**src/rtl/sender_pkg.sv**
```systemverilog
// ============================================================================
// Module      : sender_pkg
// Description : Shared widths, FSM state encoding and count clamp for sender_tx.
// Revision    : 1.0 - initial release
// ============================================================================
`default_nettype none

package sender_pkg;

   localparam int WORD_W    = 16;
   localparam int ADDR_W    = 4;
   localparam int MEM_DEPTH = 16;
   localparam int CNT_W     = 5;
   localparam int BIT_CNT_W = 4;

   localparam logic [3:0] ST_IDLE      = 4'd0;
   localparam logic [3:0] ST_READ      = 4'd1;
   localparam logic [3:0] ST_LOAD      = 4'd2;
   localparam logic [3:0] ST_WAIT_RDY  = 4'd3;
   localparam logic [3:0] ST_START_BIT = 4'd4;
   localparam logic [3:0] ST_DATA      = 4'd5;
   localparam logic [3:0] ST_PARITY    = 4'd6;
   localparam logic [3:0] ST_STOP      = 4'd7;
   localparam logic [3:0] ST_DONE      = 4'd8;

   // A block never exceeds the memory depth, whatever Count asks for.
   function automatic logic [CNT_W-1:0] clamp_count(input logic [CNT_W-1:0] cnt);
      return (cnt > CNT_W'(MEM_DEPTH)) ? CNT_W'(MEM_DEPTH) : cnt;
   endfunction

endpackage

`default_nettype wire

```
**src/rtl/sender_tx_shifter.sv**
```systemverilog
// ============================================================================
// Module      : sender_tx_shifter
// Description : LSB-first word shift register with bit counter; running
//               even parity when SENDER_TX_PARITY_EN is defined.
// Revision    : 1.0 - initial release
// ============================================================================
`default_nettype none

module sender_tx_shifter
   import sender_pkg::*;
(
   input  logic              clk,
   input  logic              rst_n,
   input  logic              load,
   input  logic              shift,
   input  logic [WORD_W-1:0] data,
   output logic              bit_out,
`ifdef SENDER_TX_PARITY_EN
   output logic              parity,
`endif
   output logic              last_bit
);

   logic [WORD_W-1:0]    shreg;
   logic [BIT_CNT_W-1:0] bit_cnt;

   always_ff @(posedge clk or negedge rst_n) begin
      if (!rst_n) begin
         shreg   <= '0;
         bit_cnt <= '0;
      end else if (load) begin
         shreg   <= data;
         bit_cnt <= '0;
      end else if (shift) begin
         shreg   <= {1'b0, shreg[WORD_W-1:1]};
         bit_cnt <= bit_cnt + BIT_CNT_W'(1);
      end
   end

`ifdef SENDER_TX_PARITY_EN
   // Accumulates each bit as it leaves, so it is complete after the 16th shift.
   logic par;

   always_ff @(posedge clk or negedge rst_n) begin
      if (!rst_n) begin
         par <= 1'b0;
      end else if (load) begin
         par <= 1'b0;
      end else if (shift) begin
         par <= par ^ shreg[0];
      end
   end

   assign parity = par;
`endif

   assign bit_out  = shreg[0];
   assign last_bit = (bit_cnt == {BIT_CNT_W{1'b1}});

endmodule

`default_nettype wire

```
**src/rtl/sender_tx.sv**
```systemverilog
// ============================================================================
// Module      : sender_tx
// Description : Reads a block of words from memory and sends each as a serial
//               frame; SENDER_TX_PARITY_EN adds an even-parity bit per frame.
// Revision    : 1.0 - initial release
// ============================================================================
`default_nettype none

module sender_tx
   import sender_pkg::*;
(
   input  logic              clk,
   input  logic              rst_n,
   input  logic              Start,
   input  logic [ADDR_W-1:0] BaseAddress,
   input  logic [CNT_W-1:0]  Count,
   input  logic [WORD_W-1:0] MemData,
   input  logic              RxReady,
   output logic [ADDR_W-1:0] MemAddress,
   output logic              MemReadEnable,
   output logic              TxLine,
   output logic              Busy,
   output logic              Done
);

   logic [3:0]       state;
   logic [3:0]       state_next;
   logic [CNT_W-1:0] word_cnt;
   logic             bit_out;
   logic             last_bit;
`ifdef SENDER_TX_PARITY_EN
   logic             parity;
`endif

   always_comb begin
      state_next = state;
      case (state)
         ST_IDLE:      if (Start) state_next = (Count == '0) ? ST_DONE : ST_READ;
         ST_READ:      state_next = ST_LOAD;
         ST_LOAD:      state_next = ST_WAIT_RDY;
         ST_WAIT_RDY:  if (RxReady) state_next = ST_START_BIT;
         ST_START_BIT: state_next = ST_DATA;
`ifdef SENDER_TX_PARITY_EN
         ST_DATA:      if (last_bit) state_next = ST_PARITY;
         ST_PARITY:    state_next = ST_STOP;
`else
         ST_DATA:      if (last_bit) state_next = ST_STOP;
`endif
         ST_STOP:      state_next = (word_cnt == CNT_W'(1)) ? ST_DONE : ST_READ;
         ST_DONE:      state_next = ST_IDLE;
         default:      state_next = ST_IDLE;
      endcase
   end

   always_ff @(posedge clk or negedge rst_n) begin
      if (!rst_n) begin
         state      <= ST_IDLE;
         MemAddress <= '0;
         word_cnt   <= '0;
      end else begin
         state <= state_next;
         if (state == ST_IDLE && Start) begin
            MemAddress <= BaseAddress;
            word_cnt   <= clamp_count(Count);
         end else if (state == ST_STOP) begin
            // Address wraps naturally at the memory depth.
            MemAddress <= MemAddress + ADDR_W'(1);
            word_cnt   <= word_cnt - CNT_W'(1);
         end
      end
   end

   sender_tx_shifter u_shifter (
      .clk      (clk),
      .rst_n    (rst_n),
      .load     (state == ST_LOAD),
      .shift    (state == ST_DATA),
      .data     (MemData),
      .bit_out  (bit_out),
`ifdef SENDER_TX_PARITY_EN
      .parity   (parity),
`endif
      .last_bit (last_bit)
   );

   always_comb begin
      TxLine = 1'b1;
      case (state)
         ST_START_BIT: TxLine = 1'b0;
         ST_DATA:      TxLine = bit_out;
`ifdef SENDER_TX_PARITY_EN
         ST_PARITY:    TxLine = parity;
`endif
         default:      TxLine = 1'b1;
      endcase
   end

   assign MemReadEnable = (state == ST_READ);
   assign Busy          = (state != ST_IDLE) && (state != ST_DONE);
   assign Done          = (state == ST_DONE);

endmodule

`default_nettype wire
```
**config.mk**
```make
export PLATFORM = sky130hd
export DESIGN_NAME = sender_tx
export DESIGN_NICKNAME = d
export VERILOG_FILES = /design/src/rtl/sender_pkg.sv /design/src/rtl/sender_tx_shifter.sv /design/src/rtl/sender_tx.sv
export SDC_FILE = /design/constraint.sdc
export NUM_CORES = 1
export LEC_CHECK = 0
export ABC_AREA = 1
export CORE_ASPECT_RATIO = 1.4
export CORE_MARGIN = 2
export CORE_UTILIZATION = 44
export CTS_CLUSTER_SIZE = 16
export DETAILED_ROUTE_END_ITERATION = 12
export PLACE_DENSITY = 0.68
export REMOVE_ABC_BUFFERS = 1
export SETUP_SLACK_MARGIN = 0.05
export SKIP_CTS_REPAIR_TIMING = 1
export SKIP_LAST_GASP = 1
export SYNTH_ARGS = -nofsm -noshare
export SYNTH_HDL_FRONTEND = slang
export SYNTH_SLANG_ARGS = --single-unit
```
**constraint.sdc**
```tcl
create_clock -name clk -period 1.6 [get_ports clk]
set_clock_uncertainty 0.2 [all_clocks]
set_input_delay 0.32 -clock clk [delete_from_list [all_inputs] [get_ports clk]]
set_output_delay 0.32 -clock clk [all_outputs]
set_load 0.01 [all_outputs]
```
==> out/metrics.yaml, run 1 <==
synth:
  syn-cell-area_mm2: 0.00179
  synth_compound_area_share_pct: 5.72
  syn_avg_cell_area_um2: 7.67
  synth_fa_ha_area_share_pct: 2.79
  syn_inst: 234
  synth.area.mux_share_pct: 0
  seq_area_frac_synth_pct: 46.0
  yosysUniqueCellTypes: 21
  ys_seq_elements: 33
  synth_simple_gate_area_share_pct: 36.8
  ys.warnings.count: 0
  synth-xor-area-share_pct: 1.95
  synth_top_family_by_area: "simple AND/OR/NAND/NOR gates"
layout:
  fin_util_pct: 69.8
  diodes: 0
  n_fill_cell: 319
  drive_gt1_share_pct: 27.0
  instances_no_fill: 350
  fin_nets: 340
  area_growth_pct: 52.4
  final_common_cell: "nand2_1"
  layout_common_cells: "nand2_1, dfrtp_1, clkdlybuf4s50_1"
critical_path:
  cp.arrival_ns: 1.22
  r2r_cells: 10
  path_class: "register to output pin"
  slowest_delay_ns: 0.41
  crit_chain: "inv_2 > nand2_2 > nor2_2 > nand2_1 > clkbuf_2"
  cp_max_fo: 5
  cp-start-kind: "register"
  cp-end-kind: "output pin"
  slowest_stage: "dfrtp_1"
  crit_required_ns: 1.08
clock_tree:
  cts_buffers: 5
  clock_latency_ns: 0.29
  clk_pin_slew_ns: 0.07
  h-tree-depth: 2
  cts_sinks: 33
  clock_path_buffers: 2
  cts_root_buffer: "clkbuf_8"
  cts_tree: "yes"
floorplan:
  start_util_pct: 45.8
  die_area_mm2: 0.00461
  die_w_um: 58.0
  rows: 27
  core_area_mm2: 0.00392
  die_y_um: 79.6
  ios: 37
power:
  leakagePower_nw: 1.34
  finalPower_mw: 4.86
  power_density_mw_per_mm2: 1780
  ir_worst_vdd_mv: 1.12
timing:
  period_needed_ns: 1.74
  maxSlewViolCount: 0
  setup_violations: 27
  rsz0062_at_grt: "true"
  fmax_ghz: 0.574
  slew_headroom_pct: 75.8
  finalWorstSetupSlack_ns: -0.143
  finalCritPeriodShare_pct: 109
  tightest_slew_ns: 0.362
  final_hold_viol_count: 0
placement:
  hpwl_um: 3050
  place_congestion: 0.822
  placed_cells: 331
  port_buffers: 36
global_routing:
  grt_pass1_wl_um: 7010
  grt_pass1_vias: 1708
  antenna_found_initial: 0
  grt_overflow: 0
  grt_use_total_pct: 19.8
  grt_max_degree: 34
outcome:
  status: "finished, violations left"
  violations: "negative setup slack"
routing:
  drt_iter0_drc: 79
  via_count: 1754
  routedWlPerCell_um: 12.6
  ant_nets: 0
  firstDrtPassIters: 4
  vias_per_cell: 5.01
  drc: 0
  drt-total-wl_um: 4420
worst_hold_path:
  hold_class: "primary input to asynchronous set/reset pin"
job:
  cap_violations: 0
==> critical path: cells and delay by family (launching register included) <==
kind          cells  cell delay [ns]
buf+inv           2             0.24
simple gates      3             0.28
flops             1             0.41
==> logic make-up (layout without fill, tap and decap cells) <==
family,count (synthesis),in the layout
XOR/XNOR,4,4
flip-flops,33,33
AND/OR/NAND/NOR,152,152
adder cells (fa/ha/maj),4,4
buffers and inverters,24,97
AO/OA/AOI/OAI,17,17
==> power breakdown <==
part,switching [mW],internal [mW],leakage [nW]
combinational,1.39,1.35,0.882
sequential,0.265,1.21,0.414
clock,0.308,0.340,0.0433
==> registers in the layout (all words and copies together), names as in the netlist <==
name / count
u_shifter.shreg: 16
word_cnt: 5
MemAddress: 4
state: 4
u_shifter.bit_cnt: 4
==> cells in the mapped netlist <==
cell / n / area share (%)
nand2_1: 91 / 19
inv_1: 16 / 3.3
nor2_1: 19 / 4.0
o21ai_1: 1 / 0.28
o21ai_0: 4 / 1.1
xnor2_1: 3 / 1.5
buf_4: 2 / 0.84
buf_2: 1 / 0.28
nand2_2: 1 / 0.35
nand3_1: 31 / 8.6
buf_6: 3 / 1.9
o22ai_1: 2 / 0.70
o211ai_1: 6 / 2.5
xor2_1: 1 / 0.49
nand4_1: 3 / 1.0
dfrtp_1: 33 / 46
ha_1: 4 / 2.8
nor3_1: 2 / 0.56
nor2_4: 5 / 3.1
a21oi_1: 4 / 1.1
inv_2: 2 / 0.42
==> metrics by stage <==
stage | worst slack [ns] | cell area [µm²] | setup TNS, ns | hold slack [ns]
floorplan | -0.0554 | 1740 | -0.109 | -0.176
global placement | -0.196 | 2360 | -1.47 | 0.258
detailed placement | -0.223 | 2360 | -2.25 | 0.260
CTS | -0.537 | 2450 | -4.00 | 0.209
global route | -0.196 | 2730 | -4.19 | 0.208
finish | -0.143 | 2730 | -2.32 | 0.196
==> layer usage <==
| layer | part of all wire (%) | vias up | global-route usage, % | wire length, µm |
|---|---|---|---|---|
| li1 | - | 895 | - | - |
| met1 | 40 | 801 | 21.8 | 1760 |
| met2 | 52 | 46 | 34.8 | 2310 |
| met3 | 4.6 | 12 | 4.21 | 205 |
| met4 | 3.2 | 0 | 10.7 | 142 |
| met5 | 0 | - | 0 | 0 |
==> layout make-up <==
class	instances	area, µm²	area share (%)
clock inverters	1	7.51	0.275
well taps	43	53.8	1.97
clock buffers	6	82.6	3.02
inverters	18	72.6	2.65
multi-input cells	177	973	35.6
repair buffers	72	716	26.2
flip-flops and latches	33	828	30.3
==> worst paths after layout <==
check | to | startpoint | slack [ns]
setup / recovery | TxLine | state[3] | -0.14
hold / removal | word_cnt[3] | rst_n | 0.20
setup reg to reg | state[0] | state[1] | -0.12
hold reg to reg | u_shifter.shreg[15] | u_shifter.shreg[15] | 0.27
max in group asynchronous | state[1] | rst_n | 0.81
min in group clk | u_shifter.shreg[15] | u_shifter.shreg[15] | 0.27
Note: power is estimated with default switching activity, not from simulation.
==> run 2: changes to the inputs <==
CELL_PAD_IN_SITES_DETAIL_PLACEMENT = 0   (was default)
CELL_PAD_IN_SITES_GLOBAL_PLACEMENT = 1   (was default)
CORE_MARGIN = default   (was 2)
CORE_UTILIZATION = 37   (was 44)
PLACE_DENSITY = 0.78   (was 0.68)
==> run 2 against run 1 <==
The run still ends with negative setup slack left. Cell count rose by 7.4%. Clock power is 7.6% lower. Sequential share of layout area fell by 0.72 points. Combinational power about the same. Flip-flop and latch count unchanged. Worst hold slack gained 0.014 ns. Total power down 0.55%. Utilization is 9.0 points lower. Via count rose by 1.3%. Sequential power hardly changed. Design area is 2.4% higher. First-iteration DRC count down 15%. Critical path type unchanged. Critical endpoint is now Done.
==> out/metrics.yaml, run 2 (synthesis results as in run 1) <==
outcome:
  status: "finished, violations left"
  violations: "negative setup slack"
layout:
  top_register: "u_shifter.shreg"
  area_growth_pct: 56.1
  drive_gt1_share_pct: 28.0  # +0.99 points
  instances_no_fill: 376  # +7.4%
  reg_top3: "u_shifter.shreg: 16 flops, word_cnt: 5 flops"
  fin_nets: 346  # +1.8%
  final_common_cell: "nand2_1"
  layout_common_cells: "nand2_1, dfrtp_1, clkdlybuf4s50_1"
  largest_register_ffs: 16  # unchanged
  diodes: 0  # unchanged
  n_fill_cell: 430  # +35%
  final_area_mm2: 0.00280  # +2.4%
  fin_util_pct: 60.8  # -9.0 points
power:
  ir_worst_vdd_mv: 0.760  # -32%
  power_density_mw_per_mm2: 1730  # -2.9%
  leakagePower_nw: 1.38  # +2.8%
  finalPower_mw: 4.83  # -0.55%
floorplan:
  ios: 37  # unchanged
  start_util_pct: 38.9  # -6.8 points
  core_area_mm2: 0.00461  # +18%
  rows: 29  # +7.4%
  die_w_um: 60.9  # +5.0%
  die_y_um: 84.4  # +6.1%
  die_area_mm2: 0.00514  # +11%
global_routing:
  grt_pass1_vias: 1655  # -3.1%
  grt_pass1_wl_um: 7180  # +2.4%
  antenna_found_initial: 0  # unchanged
  grt_use_total_pct: 18.4  # -1.4 points
  grt_max_degree: 34  # unchanged
  grt_overflow: 0  # unchanged
critical_path:
  slowest_delay_ns: 0.37  # -0.04 ns
  path_class: "register to output pin"
  crit_chain: "inv_2 > buf_6 > buf_4 > nor2_1 > dlymetal6s2s_1"
  cp_max_fo: 3  # -2
  cp.arrival_ns: 1.24  # +0.02 ns
  slowest_stage: "dfrtp_1"
  cp-start-kind: "register"
  cp-end-kind: "output pin"
  crit_required_ns: 1.08  # about the same
timing:
  maxSlewViolCount: 0  # unchanged
  slew_headroom_pct: 81.8  # +6.0 points
  fmax_ghz: 0.568  # -0.95%
  tightest_slew_ns: 0.273  # -0.0888 ns
  setup_violations: 19  # -30%
  timing.hold.ws_ns: 0.209  # +0.0135 ns
  period_needed_ns: 1.76  # +0.0167 ns
  finalCritPeriodShare_pct: 110  # +1.0 points
  rsz0062_at_grt: "true"
  final_hold_viol_count: 0  # unchanged
  finalWorstSetupSlack_ns: -0.160  # -0.0167 ns
  finalSetupTns_ns: -0.762  # +1.56 ns
placement:
  place_area_mm2: 0.00243  # +2.9%
  hpwl_um: 3230  # +5.8%
  placed_cells: 356  # +7.6%
  port_buffers: 36  # unchanged
  place_ws_ns: -0.193  # +0.0302 ns
  place_congestion: 0.851  # +3.5%
clock_tree:
  clk_pin_slew_ns: 0.07  # about the same
  cts_tree: "yes"
  h-tree-depth: 2  # unchanged
  cts_root_buffer: "clkbuf_8"
  clock_path_buffers: 2  # unchanged
  clock_latency_ns: 0.28  # about the same
  cts_sinks: 33  # unchanged
  cts_buffers: 5  # unchanged
routing:
  firstDrtPassIters: 4  # unchanged
  via_count: 1776  # +1.3%
  ant_nets: 0  # unchanged
  routedWlPerCell_um: 12.3  # -2.3%
  vias_per_cell: 4.72  # -5.7%
  drt-total-wl_um: 4640  # +5.0%
  drt_iter0_drc: 67  # -15%
  drc: 0  # unchanged
job:
  cap_violations: 0  # unchanged
worst_hold_path:
  hold_class: "primary input to asynchronous set/reset pin"
[run 2: final timing paths]
| check | to | cells past startpoint | from | slack (ns) |
|---|---|---|---|---|
| setup / recovery | Done | 5 | state[3] | -0.16 |
| hold / removal | u_shifter.shreg[8] | 2 | rst_n | 0.21 |
| setup reg to reg | u_shifter.shreg[13] | 9 | state[1] | -0.05 |
| hold reg to reg | u_shifter.shreg[15] | 2 | u_shifter.shreg[15] | 0.28 |
| max in group asynchronous | state[1] | 2 | rst_n | 0.80 |
| min in group clk | u_shifter.shreg[15] | 2 | u_shifter.shreg[15] | 0.28 |
[run 2: layout make-up]
class                           count  area (µm²)  share of cell area (%)
Clock buffer                        6        72.6                    2.59
Clock inverter                      2        10.0                   0.357
Inverter                           18        75.1                    2.68
Multi-Input combinational cell    177         950                    33.9
Sequential cell                    33         828                    29.6
Tap cell                           62        77.6                    2.77
Timing Repair Buffer               78         787                    28.1
[run 2: routing by layer]
metal | track usage [%] | part of all wire (%) | vias up
met2 | 33.2 | 55 | 43
met5 | 0 | 0 | -
li1 | - | - | 906
met1 | 21.7 | 40 | 819
met3 | 3.24 | 2.9 | 8
met4 | 4.96 | 1.5 | 0
[run 2: power by group]
part / internal [mW] / switching (mW) / total [mW]
Sequential: 1.21 / 0.271 / 1.48
Clock: 0.301 / 0.298 / 0.599
Combinational: 1.37 / 1.38 / 2.75
Total: 2.89 / 1.95 / 4.83
[run 2: critical path, delay by kind of cell (launching register included)]
kind	cells	cell delay, ns
buf+inv	4	0.47
flops	1	0.37
simple gates	1	0.11
